[src/rtl/unidade_pkg.sv]
// Shared definitions for the sequencing control unit: opcodes, Ctrl bit indices,
// Mem2Reg encodings and FSM states.
package unidade_pkg;

    localparam logic [5:0] OP_ALU         = 6'h00;
    localparam logic [5:0] OP_LOGIC       = 6'h01;
    localparam logic [5:0] OP_ADDI        = 6'h02;
    localparam logic [5:0] OP_MOVE        = 6'h03;
    localparam logic [5:0] OP_SLT         = 6'h04;
    localparam logic [5:0] OP_J           = 6'h05;
    localparam logic [5:0] OP_LW          = 6'h06;
    localparam logic [5:0] OP_SW          = 6'h07;
    localparam logic [5:0] OP_IN          = 6'h08;
    localparam logic [5:0] OP_OUT         = 6'h09;
    localparam logic [5:0] OP_BEQ         = 6'h0A;
    localparam logic [5:0] OP_BNE         = 6'h0B;
    localparam logic [5:0] OP_NOP         = 6'h0C;
    localparam logic [5:0] OP_DIFF        = 6'h0D;
    localparam logic [5:0] OP_SBT         = 6'h0E;
    localparam logic [5:0] OP_EQUAL       = 6'h0F;
    localparam logic [5:0] OP_SBTE        = 6'h10;
    localparam logic [5:0] OP_SLTE        = 6'h11;
    localparam logic [5:0] OP_JR          = 6'h12;
    localparam logic [5:0] OP_SUBI        = 6'h13;
    localparam logic [5:0] OP_SET_PID     = 6'h14;
    localparam logic [5:0] OP_KERNEL_SWAP = 6'h15;
    localparam logic [5:0] OP_BEGIN_FILE  = 6'h16;
    localparam logic [5:0] OP_END_FILE    = 6'h17;
    localparam logic [5:0] OP_HD_HEAD     = 6'h18;
    localparam logic [5:0] OP_HALT        = 6'h19;
    localparam logic [5:0] OP_EMIT_MSG    = 6'h1A;
    localparam logic [5:0] OP_HD_END      = 6'h1B;
    localparam logic [5:0] OP_ROUND_ROBIN = 6'h1C;
    localparam logic [5:0] OP_CREATE_FILE = 6'h1D;
    localparam logic [5:0] OP_HD_WRITE    = 6'h1E;
    localparam logic [5:0] OP_HD_READ     = 6'h1F;
    localparam logic [5:0] OP_CLOSE_FILE  = 6'h20;

    localparam int CTRL_W        = 10;
    localparam int CTRL_OPIO     = 9;
    localparam int CTRL_MEMREAD  = 8;
    localparam int CTRL_MEMWRITE = 7;
    localparam int CTRL_REGWRITE = 6;
    localparam int CTRL_ALUSRC   = 5;
    localparam int CTRL_REGDST   = 4;
    localparam int CTRL_DESVIO   = 3;
    localparam int CTRL_TYPEJR   = 2;
    localparam int CTRL_WRITEHD  = 1;
    localparam int CTRL_PIDWR    = 0;

    localparam logic [1:0] M2R_MEM = 2'b00;
    localparam logic [1:0] M2R_IO  = 2'b01;
    localparam logic [1:0] M2R_ALU = 2'b10;
    localparam logic [1:0] M2R_HD  = 2'b11;

    typedef enum logic [1:0] {
        ST_EXEC    = 2'd0,
        ST_WAIT_IN = 2'd1,
        ST_WAIT_HD = 2'd2,
        ST_HALTED  = 2'd3
    } state_t;

    function automatic logic is_syscall(input logic [5:0] op);
        case (op)
            OP_BEGIN_FILE, OP_END_FILE, OP_HD_HEAD, OP_HD_END, OP_EMIT_MSG,
            OP_ROUND_ROBIN, OP_CREATE_FILE, OP_CLOSE_FILE, OP_KERNEL_SWAP: return 1'b1;
            default: return 1'b0;
        endcase
    endfunction

endpackage

[src/rtl/unidade_decode.sv]
// Combinational opcode-to-Ctrl table. Syscall flagging only exists when
// UNIDADE_SYSCALL_EN is defined; otherwise syscall opcodes decode as NOP.
module unidade_decode
    import unidade_pkg::*;
#(
    parameter int OPCODE_W = 6
) (
    input  logic [OPCODE_W-1:0] opcode,
    input  logic                valid,
    output logic [CTRL_W-1:0]   ctrl,
    output logic [1:0]          mem2reg,
    output logic                is_in,
    output logic                is_hd_write,
    output logic                is_hd_read,
    output logic                is_halt,
    output logic                is_sys
);

    logic [5:0] op6;
    logic       in_range;

    // Anything that does not fit in the 6-bit opcode space is treated as NOP.
    assign op6      = opcode[5:0];
    assign in_range = ((opcode >> 6) == '0);

    always_comb begin
        ctrl        = '0;
        mem2reg     = M2R_ALU;
        is_in       = 1'b0;
        is_hd_write = 1'b0;
        is_hd_read  = 1'b0;
        is_halt     = 1'b0;
        is_sys      = 1'b0;
        if (valid && in_range) begin
            case (op6)
                OP_ALU, OP_LOGIC, OP_MOVE, OP_SLT, OP_DIFF,
                OP_SBT, OP_EQUAL, OP_SBTE, OP_SLTE: begin
                    ctrl[CTRL_REGWRITE] = 1'b1;
                    ctrl[CTRL_REGDST]   = 1'b1;
                end
                OP_ADDI, OP_SUBI: begin
                    ctrl[CTRL_REGWRITE] = 1'b1;
                    ctrl[CTRL_ALUSRC]   = 1'b1;
                end
                OP_J, OP_BEQ, OP_BNE: ctrl[CTRL_DESVIO] = 1'b1;
                OP_LW: begin
                    ctrl[CTRL_MEMREAD]  = 1'b1;
                    ctrl[CTRL_REGWRITE] = 1'b1;
                    ctrl[CTRL_ALUSRC]   = 1'b1;
                    mem2reg             = M2R_MEM;
                end
                OP_SW: begin
                    ctrl[CTRL_MEMWRITE] = 1'b1;
                    ctrl[CTRL_ALUSRC]   = 1'b1;
                end
                OP_OUT:         ctrl[CTRL_OPIO] = 1'b1;
                OP_JR: begin
                    ctrl[CTRL_DESVIO] = 1'b1;
                    ctrl[CTRL_TYPEJR] = 1'b1;
                end
                OP_SET_PID:     ctrl[CTRL_PIDWR]    = 1'b1;
                OP_KERNEL_SWAP: ctrl[CTRL_REGWRITE] = 1'b1;
                OP_IN:          is_in       = 1'b1;
                OP_HD_WRITE:    is_hd_write = 1'b1;
                OP_HD_READ:     is_hd_read  = 1'b1;
                OP_HALT:        is_halt     = 1'b1;
                default: ;
            endcase
`ifdef UNIDADE_SYSCALL_EN
            is_sys = is_syscall(op6);
`endif
        end
    end

endmodule

[src/rtl/unidade_controle_seq.sv]
// Multi-cycle sequencing control unit: single-cycle decode plus waits for IN,
// HD access (with timeout) and HALT. Syscall outputs depend on UNIDADE_SYSCALL_EN.
//
// state      | meaning
// ST_EXEC    | decode and issue; single-cycle opcodes complete here
// ST_WAIT_IN | IN issued, stalled until InAck, then write back input word
// ST_WAIT_HD | HD Write/Read pending, until HdDone or timeout
// ST_HALTED  | HALT executed, stalled until Resume
module unidade_controle_seq
    import unidade_pkg::*;
#(
    parameter int OPCODE_W   = 6,
    parameter int OPALU_W    = 6,
    parameter int HD_TIMEOUT = 255
) (
    input  logic                Clock,
    input  logic                Reset,
    input  logic [OPCODE_W-1:0] Opcode,
    input  logic                InstrValid,
    input  logic                InAck,
    input  logic                HdDone,
    input  logic                Resume,
    output logic [CTRL_W-1:0]   Ctrl,
    output logic [1:0]          Mem2Reg,
    output logic [OPALU_W-1:0]  OpALU,
    output logic                Stall,
    output logic                Halt,
    output logic                HdReq,
    output logic                HdTimeout,
    output logic                Syscall_Sign,
    output logic [OPCODE_W-1:0] SyscallCode
);

    localparam int CNT_W = (HD_TIMEOUT < 1) ? 1 : $clog2(HD_TIMEOUT + 1);
    localparam logic [CNT_W-1:0] CNT_MAX = CNT_W'(HD_TIMEOUT);

    state_t                state_q, state_d;
    logic [CNT_W-1:0]      cnt_q, cnt_d;
    logic                  hd_write_q, hd_write_d;
    logic                  sys_sign_q;
    logic [OPCODE_W-1:0]   sys_code_q;

    logic [CTRL_W-1:0]     dec_ctrl;
    logic [1:0]            dec_m2r;
    logic                  dec_in, dec_hd_wr, dec_hd_rd, dec_halt, dec_sys;

    unidade_decode #(.OPCODE_W(OPCODE_W)) u_decode (
        .opcode      (Opcode),
        .valid       (InstrValid),
        .ctrl        (dec_ctrl),
        .mem2reg     (dec_m2r),
        .is_in       (dec_in),
        .is_hd_write (dec_hd_wr),
        .is_hd_read  (dec_hd_rd),
        .is_halt     (dec_halt),
        .is_sys      (dec_sys)
    );

    always_ff @(posedge Clock or negedge Reset) begin
        if (!Reset) begin
            state_q    <= ST_EXEC;
            cnt_q      <= '0;
            hd_write_q <= 1'b0;
            sys_sign_q <= 1'b0;
            sys_code_q <= '0;
        end else begin
            state_q    <= state_d;
            cnt_q      <= cnt_d;
            hd_write_q <= hd_write_d;
            sys_sign_q <= (state_q == ST_EXEC) && dec_sys;
            if ((state_q == ST_EXEC) && dec_sys)
                sys_code_q <= Opcode;
        end
    end

    always_comb begin
        state_d    = state_q;
        cnt_d      = cnt_q;
        hd_write_d = hd_write_q;
        Ctrl       = '0;
        Mem2Reg    = M2R_ALU;
        OpALU      = '0;
        Stall      = 1'b0;
        Halt       = 1'b0;
        HdReq      = 1'b0;
        HdTimeout  = 1'b0;
        // Outputs follow the async reset immediately, even with InstrValid high.
        if (Reset) begin
            unique case (state_q)
                ST_EXEC: begin
                    Ctrl    = dec_ctrl;
                    Mem2Reg = dec_m2r;
                    if (dec_in) begin
                        Halt    = 1'b1;
                        Stall   = 1'b1;
                        state_d = ST_WAIT_IN;
                    end else if (dec_hd_wr || dec_hd_rd) begin
                        HdReq      = 1'b1;
                        Stall      = 1'b1;
                        cnt_d      = '0;
                        hd_write_d = dec_hd_wr;
                        state_d    = ST_WAIT_HD;
                    end else if (dec_halt) begin
                        Halt    = 1'b1;
                        Stall   = 1'b1;
                        state_d = ST_HALTED;
                    end
                end
                ST_WAIT_IN: begin
                    if (InAck) begin
                        Ctrl[CTRL_OPIO]     = 1'b1;
                        Ctrl[CTRL_REGWRITE] = 1'b1;
                        Mem2Reg             = M2R_IO;
                        state_d             = ST_EXEC;
                    end else begin
                        Halt  = 1'b1;
                        Stall = 1'b1;
                    end
                end
                ST_WAIT_HD: begin
                    HdReq = 1'b1;
                    // Completion wins over a timeout landing on the same cycle.
                    if (HdDone) begin
                        Ctrl[CTRL_REGWRITE] = 1'b1;
                        Ctrl[CTRL_WRITEHD]  = hd_write_q;
                        Ctrl[CTRL_MEMREAD]  = !hd_write_q;
                        Mem2Reg             = M2R_HD;
                        state_d             = ST_EXEC;
                    end else if (cnt_q == CNT_MAX) begin
                        HdTimeout = 1'b1;
                        state_d   = ST_EXEC;
                    end else begin
                        Stall = 1'b1;
                        cnt_d = cnt_q + 1'b1;
                    end
                end
                ST_HALTED: begin
                    Halt  = 1'b1;
                    Stall = 1'b1;
                    if (Resume)
                        state_d = ST_EXEC;
                end
            endcase
        end
    end

    assign Syscall_Sign = sys_sign_q;
    assign SyscallCode  = sys_code_q;

endmodule

[config.mk]
export PLATFORM = sky130hd
export DESIGN_NAME = unidade_controle_seq
export DESIGN_NICKNAME = d
export VERILOG_FILES = /design/src/rtl/unidade_pkg.sv /design/src/rtl/unidade_decode.sv /design/src/rtl/unidade_controle_seq.sv
export SDC_FILE = /design/constraint.sdc
export NUM_CORES = 1
export LEC_CHECK = 0
export CORE_MARGIN = 1
export CORE_UTILIZATION = 46
export CTS_CLUSTER_SIZE = 25
export DETAILED_ROUTE_END_ITERATION = 8
export MAX_ROUTING_LAYER = met4
export PLACE_DENSITY_LB_ADDON = 0.08
export SLEW_MARGIN = 20
export SYNTH_ARGS = -nofsm -noshare
export SYNTH_HDL_FRONTEND = slang
export SYNTH_SLANG_ARGS = --single-unit
[constraint.sdc]
create_clock -name Clock -period 2.9 [get_ports Clock]
set_input_delay 0.87 -clock Clock [delete_from_list [all_inputs] [get_ports Clock]]
set_output_delay 0.87 -clock Clock [all_outputs]
set_load 0.01 [all_outputs]
==> results of run 1 <==
==> per-stage QoR <==
step | util [%] | power [mW] | std cells | area [sq um] | hold slack [ns]
finish | 69.3 | 0.467 | 233 | 1730 | 0.501
global route | 69.3 | 0.499 | 233 | 1730 | 0.545
CTS | 68.0 | 0.462 | 231 | 1700 | 0.507
detailed placement | 65.5 | 0.349 | 226 | 1640 | 0.496
global placement | 65.5 | 0.347 | 226 | 1640 | 0.494
floorplan | - | 0.302 | 161 | 1270 | 0.472
==> per-layer routing <==
layer	GRT usage, %	up-vias	share of wire (%)
li1	-	634	-
met1	28.6	614	39
met2	47.1	59	55
met3	1.44	6	4.8
met4	9.65	0	1.3
met5	-	-	0
==> state kept, by name (all words and copies together) (netlist names) <==
name and count:
hd_write_q 1, cnt_q 8, state_q 2
==> placed cells by master (no fill, tap or decap), types with 2 or more instances in the layout <==
| cell type | count |
|---|---|
| nor2_4 | 2 |
| o31ai_1 | 2 |
| conb_1 | 13 |
| dfrtp_1 | 11 |
| nand2_1 | 8 |
| clkdlybuf4s50_1 | 2 |
| o21ai_1 | 3 |
| nand3_2 | 2 |
| nand4_1 | 3 |
| buf_6 | 4 |
| nor3_2 | 4 |
| a21oi_2 | 2 |
| buf_8 | 2 |
| nor3_1 | 3 |
| clkdlybuf4s15_2 | 3 |
| nor2b_4 | 3 |
| inv_1 | 3 |
| nand3_1 | 4 |
| clkbuf_4 | 3 |
| and3_1 | 2 |
| o21ai_0 | 5 |
| nor2_1 | 9 |
| a21oi_1 | 5 |
| buf_4 | 29 |
| nor2_2 | 2 |
| a22o_1 | 3 |
| a221o_1 | 2 |
| mux2i_1 | 4 |
| dlygate4sd2_1 | 4 |
| a31oi_1 | 3 |
| buf_2 | 12 |
| clkbuf_2 | 2 |
| nand2b_1 | 9 |
==> cell families after synthesis <==
family | count (synthesis)
simple gates | 65
fa+ha+maj | 1
xor+xnor | 2
mux | 4
compound gates | 39
buf+inv | 26
other cells | 1
flops | 11
==> cell type report <==
type	count	share of cell area, %
multi-input cells	124	52.1
flip-flops and latches	11	15.9
inverters	4	0.866
well taps	30	2.17
clock buffers	3	1.30
clock inverters	1	0.289
repair buffers	60	27.4
==> critical path, stage by stage <==
cell,delay [ns]
buf_8,0.07
nor2b_4,0.16
nand3_2,0.09
or3_4,0.43
nor4_2,0.26
buf_2,0.16
==> power by group <==
| part | internal [mW] | switching (mW) |
|---|---|---|
| Sequential | 0.171 | 0.0227 |
| Combinational | 0.0818 | 0.0841 |
| Clock | 0.0511 | 0.0561 |
| Total | 0.304 | 0.163 |
==> worst paths after layout <==
kind | to | slack (ns) | start | cells after the start
min in group asynchronous | cnt_q[0] | 0.56 | Reset | 2
max | Ctrl[7] | -0.02 | InstrValid | 6
min | cnt_q[0] | 0.50 | cnt_q[0] | 1
min reg2reg | cnt_q[0] | 0.50 | cnt_q[0] | 1
max in group asynchronous | state_q[1] | 2.07 | Reset | 3
max reg2reg | cnt_q[6] | 1.24 | state_q[0] | 5
==> what timing repair did <==
| item | in CTS | in global routing |
|---|---|---|
| buffers inserted | 1 | 2 |
| pin swaps | 9 | 6 |
| hold buffers | 0 | 0 |
| endpoints found under the setup margin | 16 | 13 |
| resized for setup | 87 | 22 |
==> qor.csv, run 1 <==
metric,value,unit
synth_seq_cells,11,
synth-xor-area-share,1.43,%
ys_types,57,
clk_pin_slew,0.08,ns
finalSetupViolCount,2,
rsz0062_at_grt,yes,
run_status,"finished, violations left",
post_drt_via_cell_ratio,5.64,
clkSinkCount,11,
setup_slack,-0.0196,ns
finalClockSkew,0.00727,ns
synth-main-ff-cell,dfrtp_1,
htreeDepth,1,
setup-tns-final,-0.0318,ns
ys_seq_area_share,22.5,%
drv_cap,0,
cp_max_fo,3,
wl_per_cell,14.5,um
grt_pass1_vias,1149,
drt-initial-drc-count,28,
totalWireLength,3390,um
synthMuxAreaShare,3.28,%
violations,negative setup slack,
grt_max_degree,14,
antenna_found_initial,0,
vias,1313,
cp_data_required_time,2.03,ns
netlist.area_leader.share,22.5,%
die_area,2860,sq um
grt_overflow,0,
hold_class,reg2reg,
area_growth,41.9,%
yosys.area.top_type,dfrtp_1,
hold_viol_final,0,
ir_drop,0.223,mV
netlist_top_cells_area,"dfrtp_1 (23%), buf_4 (9.8%), nand2b_1 (5.1%)",
num_antenna_cells,0,
die_w,53.5,um
ant_nets,0,
clk_latency,0.28,ns
synth.most_common_cell,buf_4,
cts_tree,done,
synth_compound_area_share,24.2,%
cts-root-buf,clkbuf_4,
ys_top_cells_by_count,"buf_4 (16), dfrtp_1 (11), nor2_1 (11)",
post-route-min-period,2.92,ns
clockBufferDepth,2,
n_fill_cell,203,
port_buffers,27,
regArea,275,sq um
drt_pass1_iterations,4,
synthSimpleGateAreaFrac,32.8,%
p_per_area,270,nW/um^2
layout-drive-gt1-share,40.9,%
multi_input_area,903,sq um
ios,41,
start_util,48.8,%
hpwl,2500,um
p_leak,0.816,nW
track_usage,25.6,%
fin_crit_sh,101,%
synth_top_family_by_area,simple AND/OR/NAND/NOR gates,
synth_cells,149,
crit_type,in2out,
fmax,343,MHz
pre_cts_ws,-0.805,ns
grt_pass1_wl,5150,um
synth_edf_count,0,
drcViolationCount,0,
yosys.area_share.adder,1.02,%
num_rows,18,
arrival,2.05,ns
netlist_area,1220,sq um
nets,217,
avgSynthCellArea,8.20,sq um
slew_violations,0,
async_flop_share,100,%
start_kind,primary input,
numCtsBuffers,3,
endpoint_kind,primary output,
yosys_warnings,0,
place.gp.congestion,0.852,
die_h,53.5,um
core-area,2500,sq um
No activity file was read; power rests on OpenSTA's default activity.
==> run 2, diff against run 1 <==
--- a/config.mk
+++ b/config.mk
@@ -5,12 +5,14 @@
 export SDC_FILE = /design/constraint.sdc
 export NUM_CORES = 1
 export LEC_CHECK = 0
+export CORE_ASPECT_RATIO = 2
 export CORE_MARGIN = 1
 export CORE_UTILIZATION = 46
 export CTS_CLUSTER_SIZE = 25
 export DETAILED_ROUTE_END_ITERATION = 8
 export MAX_ROUTING_LAYER = met4
 export PLACE_DENSITY_LB_ADDON = 0.08
+export REMOVE_ABC_BUFFERS = 1
 export SLEW_MARGIN = 20
 export SYNTH_ARGS = -nofsm -noshare
 export SYNTH_HDL_FRONTEND = slang
==> run 2 against run 1 <==
Net effect:
- the run now ends clean
- register-to-register slack got worse by 0.11 ns
- power rose by 13%
- critical path type unchanged
- critical endpoint is now Ctrl[6]
- global-route usage rose by 5.7 points
- design area rose by 3.8%
- largest power group unchanged
- critical path depth fell by 1
==> qor.csv, run 2 (synthesized netlist as in run 1, its figures left out) <==
metric,value,unit,change
post_drt_via_cell_ratio,5.83,,+3.4%
num_rows,26,,+8
post-route-min-period,2.89,ns,-0.0267 ns
grt_max_degree,12,,-2
ir_drop,0.172,mV,-23%
cts_hold_buf,0,,unchanged
htreeDepth,1,,unchanged
endpoint_kind,primary output,,
nets,226,,+4.1%
die_w,38.4,um,-28%
p_leak,0.864,nW,+5.9%
largest_register,cnt_q,,
setup-tns-final,0,ns,+0.0318 ns
wl_per_cell,16.7,um,+15%
finalClockSkew,0.00344,ns,-0.00383 ns
grt_overflow,0,,unchanged
slew_violations,0,,unchanged
final_common_cell,buf_4,,
cp_slowest_cell,a221o_1,,
final_cell_mix,"buf_4 (42), conb_1 (13), buf_2 (12)",,
clkSinkCount,11,,unchanged
grt_pass1_vias,1392,,+21%
clk_pin_slew,0.05,ns,-0.03 ns
drt-met1-wl,1220,um,-8.3%
start_util,48.1,%,-0.72 points
crit_chain,buf_4 -> a221o_1 -> a221oi_2 -> a22o_1 -> clkdlybuf4s15_2,,
place.gp.congestion,0.850,,-0.29%
totalWireLength,4010,um,+18%
hold_class,reg2reg,,
route.met2.wl,2480,um,+34%
drt_pass1_iterations,6,,+2
drv_cap,0,,unchanged
setup_slack,0.00707,ns,+0.0267 ns
clk_latency,0.24,ns,-0.04 ns
cts_tree,done,,
cpLargestDelayFamily,compound AO/OA/AOI/OAI gates,,
port_buffers,27,,unchanged
cp_data_required_time,2.03,ns,about the same
top_layer,met4,,
cp_max_fo,5,,+2
dpl_cell_area,1710,sq um,+4.4%
rsz0062_at_grt,yes,,
fin_crit_sh,99.8,%,-0.92 points
layout-drive-gt1-share,41.0,%,+0.15 points
utilization,70.9,%,+1.5 points
num_antenna_cells,0,,unchanged
reg_top3,"cnt_q: 8 flops, state_q: 2 flops, hd_write_q: 1 flops",,
die_area,2880,sq um,+0.42%
clockBufferDepth,2,,unchanged
area_growth,47.2,%,
largest_reg_flops,8,,unchanged
drcViolationCount,0,,unchanged
worst_path_largest_cell_delay,0.36,ns,-0.07 ns
hpwl,3170,um,+27%
arrival,2.02,ns,-0.03 ns
run_status,finished clean,,
hold_viol_final,0,,unchanged
finish.instance_area,1800,sq um,+3.8%
crit_type,in2out,,
fmax,346,MHz,+0.92%
cts-root-buf,clkbuf_8,,
numCtsBuffers,3,,unchanged
core-area,2540,sq um,+1.5%
antenna_found_initial,0,,unchanged
dr_wl_met3,110,um,-33%
die_h,74.9,um,+40%
track_usage,31.4,%,+5.7 points
ios,41,,unchanged
grt_pass1_wl,6090,um,+18%
vias,1398,,+6.5%
start_kind,primary input,,
finalSetupViolCount,0,,-2
crit_buf_inv,2,,unchanged
p_per_area,294,nW/um^2,+9.0%
ant_nets,0,,unchanged
total_power,529,uW,+13%
pre_cts_ws,-0.842,ns,-0.0365 ns
drt-initial-drc-count,54,,+93%
run 2: power by group:
group | internal, mW | switching [mW] | leakage [nW]
logic | 0.0903 | 0.0880 | 0.693
clock network | 0.0966 | 0.0583 | 0.0228
registers | 0.172 | 0.0235 | 0.148
total | 0.359 | 0.170 | 0.864
run 2: per-stage QoR:
stage	std cells	hold slack (ns)
global placement	234	0.492
CTS	240	0.519
floorplan	139	0.472
detailed placement	234	0.507
global route	240	0.533
finish	240	0.516
run 2: what timing repair did:
action,CTS,global route
gates resized for setup,108,6
buffers inserted,2,0
setup endpoints to repair,16,4
pin swaps,7,3
run 2: layout make-up:
| class | count | area, sq um |
|---|---|---|
| timing repair buffer | 69 | 531 |
| inverter | 4 | 15.0 |
| sequential | 11 | 275 |
| multi-input combinational | 124 | 897 |
| tap | 28 | 35.0 |
| clock buffer | 4 | 45.0 |
| fill | 219 | 739 |
run 2: final timing paths:
path                       cells past startpoint        from    endpoint  slack, ns
max in group asynchronous                      3       Reset  state_q[0]       2.04
min reg2reg                                    1    cnt_q[0]    cnt_q[0]       0.52
min                                            1    cnt_q[0]    cnt_q[0]       0.52
max reg2reg                                    6  state_q[0]    cnt_q[7]       1.13
min in group asynchronous                      3       Reset  hd_write_q       0.70
max                                            5   Opcode[3]     Ctrl[6]      0.007
run 2: worst register-to-register path, stage by stage, from the launching register on:
cell and delay, ns:
dfrtp_1 0.51, buf_4 0.23, and4bb_1 0.22, o21a_4 0.13
buf_4 0.16, and3_1 0.17, a211o_1 0.23
run 2: metal layers:
metal,GRT usage (%),up-vias
met2,60.3,52
met1,23.7,678
met4,23.8,0
met3,4.42,19
met5,-,-
li1,-,649
==> variant 1 (settings of run 1) <==
Encoding of `state_t`: now one-hot (4 bits for 4 states).
--- a/src/rtl/unidade_pkg.sv
+++ b/src/rtl/unidade_pkg.sv
@@ -54,9 +54,9 @@
     localparam logic [1:0] M2R_HD  = 2'b11;
 
-    typedef enum logic [1:0] {
-        ST_EXEC    = 2'd0,
-        ST_WAIT_IN = 2'd1,
-        ST_WAIT_HD = 2'd2,
-        ST_HALTED  = 2'd3
+    typedef enum logic [3:0] {
+        ST_EXEC    = 4'b0001,
+        ST_WAIT_IN = 4'b0010,
+        ST_WAIT_HD = 4'b0100,
+        ST_HALTED  = 4'b1000
     } state_t;
 
Check against the original RTL: same outputs for any inputs over 10 cycles, from zero or initial values and one cycle with Reset low; not proved beyond that.
==> variant 1 against run 1 <==
Sequential cell count rose by 2; highest routed layer unchanged; hold slack improved by 0.017 ns; design area rose by 15%; synthesized area rose by 12%; largest power group is now combinational cells; wire length rose by 20%; setup slack improved by 0.025 ns; non-clock buffer count rose by 15; sequential power rose by 13%; core utilization rose by 2.1 points; power rose by 43%.
==> variant 1: results (changes against run 1) <==
stage	metric	value	unit	change
placed_design	cell area after placement	1880	sq um	+15%
critical_path	end of the critical path	Ctrl[2]		
critical_path	Worst R2R Path Depth	7		+2
placed_design	number of placed instances with taps included	261		+15%
yosys	unique cell type count in the Yosys netlist	52		-8.8%
placed_design	Detail Placement HPWL	3010	um	+21%
pwr	Net Sw Frac	38.2	%	+3.3 points
yosys	sequential element share of the synthesized area	23.9	%	+1.4 points
timing	Final Worst Setup Slack	0.00535	ns	+0.0249 ns
pwr	areal power density over the cells	337	nW/um^2	+25%
grt	number of global-route vias before repair	1501		+31%
finish	share of final-layout standard cells stronger than drive strength 1	41.3	%	+0.36 points
min_path	startpoint of the most critical hold path	cnt_q[2]		
routing	met3 routed wirelength	176	um	+8.0%
yosys	top cells by area in the synthesized netlist	dfrtp_1 22%, buf_4 8.2%, o21ai_0 5.1%		
timing	Min Hold Slack	0.518	ns	+0.0168 ns
finish	Largest regs	cnt_q x8, state_q x4, hd_write_q x1		
routing	via-per-instance ratio	5.66		+0.51%
routing	final routed wirelength across all metal layers	4060	um	+20%
outcome	run status	finished clean		
finish	filler instances	224		+10%
timing	Fin Clk Skew	0.00179	ns	-0.00548 ns
pwr	fraction of power consumed by sequential logic	32.8	%	-8.7 points
pwr	combinational power	0.331	mW	+99%
yosys	Post-synth top cells	16 x nor2_1, 15 x buf_4, 15 x nand2_1		
grt	global-route wire length before repair	6610	um	+28%
routing	met1 WL	1670	um	+26%
grt	global routing usage on met3	2.53	%	+1.1 points
min_path	Hold Path End	cnt_q[2]		
yosys	Avg Cell Area, Syn	7.85	sq um	-4.2%
critical_path	Critical Path AT	2.02	ns	-0.03 ns
critical_path	setup slack of the worst register-to-register path	0.96	ns	-0.28 ns
grt	met2 capacity usage during global routing	48.4	%	+1.3 points
grt	Total Routing Usage GR	26.6	%	+1.0 points
finish	Final Net Count	254		+17%
grt	grt met1 use	30.5	%	+1.8 points
[variant 1: cell count changes in the layout (fill, tap and decap cells not counted), sizes merged, moves of 4 or more]
cell / before / now
nand2: 8 / 17
buf: 47 / 58
o21ai: 8 / 18
nand2b: 10 / 2
o31ai: 2 / 6
[variant 1: cell families (layout without fill, tap and decap cells)]
logic type	Yosys count	in the layout	share of synthesized area [%]
compound gates	49	49	23.0
xor+xnor	3	3	1.92
fa+ha+maj	1	1	0.916
buf+inv	29	83	13.4
flops	13	13	23.9
mux	1	1	0.733
other cells	1	13	0.274
simple gates	77	77	35.9
[variant 1: area by class of cell]
class                      count  area (sq um)  share of cell area (%)
multi-input combinational    144           986                    49.7
timing repair buffer          75           593                    29.9
sequential                    13           327                    16.4
tap                           31          38.8                    1.95
clock buffer                   4          26.3                    1.32
inverter                       4          15.0                   0.756
[variant 1: what timing repair did]
item,CTS,global route
gates cloned,1,0
hold endpoints to repair,0,0
pin swaps,12,6
setup buffers,4,1
resized for setup,93,14
setup endpoints to repair,16,10
==> variant 2 (flow settings as in run 1) <==
Without the edit above. `OPALU_W`: 6 -> 12.
--- a/src/rtl/unidade_controle_seq.sv
+++ b/src/rtl/unidade_controle_seq.sv
@@ -11,5 +11,5 @@
 #(
     parameter int OPCODE_W   = 6,
-    parameter int OPALU_W    = 6,
+    parameter int OPALU_W    = 12,
     parameter int HD_TIMEOUT = 255
 ) (
Ports: changed (resized OpALU); port bits go from 41 to 47. No check against the original RTL was run, so the function may have changed too.
==> variant 2 against run 1 <==
Fmax rose by 1.4%; synthesized cell count is 4.0% higher; power fell by 0.29%; count of clock-buffer cells in the layout grew 1; synthesized area increased by 3.7%; register-to-register slack improved by 0.02 ns; wire length decreased by 2.0%; largest power group unchanged; sequential share of layout area grew 0.35 points; sequential cell count is the same; design area decreased by 2.2%; setup slack gained 0.039 ns; critical path depth is the same.
==> variant 2: results (changes against run 1) <==
stage	metric	value	unit	change
yosys	adder-cell share of the synthesized area	0.988	%	-0.036 points
grt	grt met1 use	30.4	%	+1.8 points
finish	share of final-layout standard cells stronger than drive strength 1	37.7	%	-3.2 points
routing	final routed wirelength across all metal layers	3320	um	-2.0%
critical_path	kind of cell adding the most delay to the critical path	compound AO/OA/AOI/OAI gates		
finish	fraction of standard cell area that is sequential	16.2	%	+0.35 points
critical_path	critical-path cell with the highest stage delay	o31a_1		
finish	multi-input gate count	130		+4.8%
placed_design	pre-CTS setup slack	-0.789	ns	+0.0160 ns
pwr	highest ir drop seen on vdd	0.229	mV	+2.6%
routing	met1 WL	1440	um	+8.4%
grt	maximum number of pins on one net before global-route repair	11		-3
grt	Total Routing Usage GR	25.5	%	-0.091 points
finish	Final Net Count	221		+1.8%
grt	global-route wire length before repair	5350	um	+3.9%
grt	global routing usage on met3	2.50	%	+1.1 points
finish	clock network area share	1.55	%	-0.039 points
finish	filler instances	230		+13%
outcome	run status	finished clean		
finish	fraction of standard cell area in multi-input logic	54.2	%	+2.0 points
finish	number of ordinary and repair buffers in the finished layout	58		-3.3%
critical_path	Critical Path AT	2.01	ns	-0.04 ns
yosys	complex-gate fraction of the synthesized area	23.3	%	-0.86 points
placed_design	cell area after placement	1660	sq um	+1.4%
yosys	fraction of synthesized area in multiplexers	3.16	%	-0.12 points
routing	detailed route wirelength on metal2	1750	um	-5.7%
[variant 2: cell count changes after synthesis, sizes merged]
cell,run 1,this run
buf,21,27
[variant 2: worst paths after layout]
kind,to,slack (ns)
max,Stall,0.02
min,cnt_q[0],0.51
max reg2reg,cnt_q[6],1.26
min reg2reg,cnt_q[0],0.51
max in group asynchronous,hd_write_q,2.07
min in group asynchronous,state_q[1],0.56
[variant 2: timing repair]
item,in CTS,in global routing
resized for setup,96,12
setup endpoints to repair,16,10
setup buffers,1,0
pin swaps,7,5
[variant 2: worst register-to-register path, cell delays in order (launching register included)]
cell and delay [ns]:
dfrtp_1 0.42, buf_4 0.21, and4bb_1 0.24, o21a_4 0.20, a31oi_2 0.08, a221o_1 0.37
[variant 2: where the power goes]
part           internal [mW]  leakage (nW)  switching (mW)
logic                 0.0779         0.642          0.0858
clock network         0.0532        0.0150          0.0532
registers              0.171         0.148          0.0244
total                  0.302         0.805           0.163
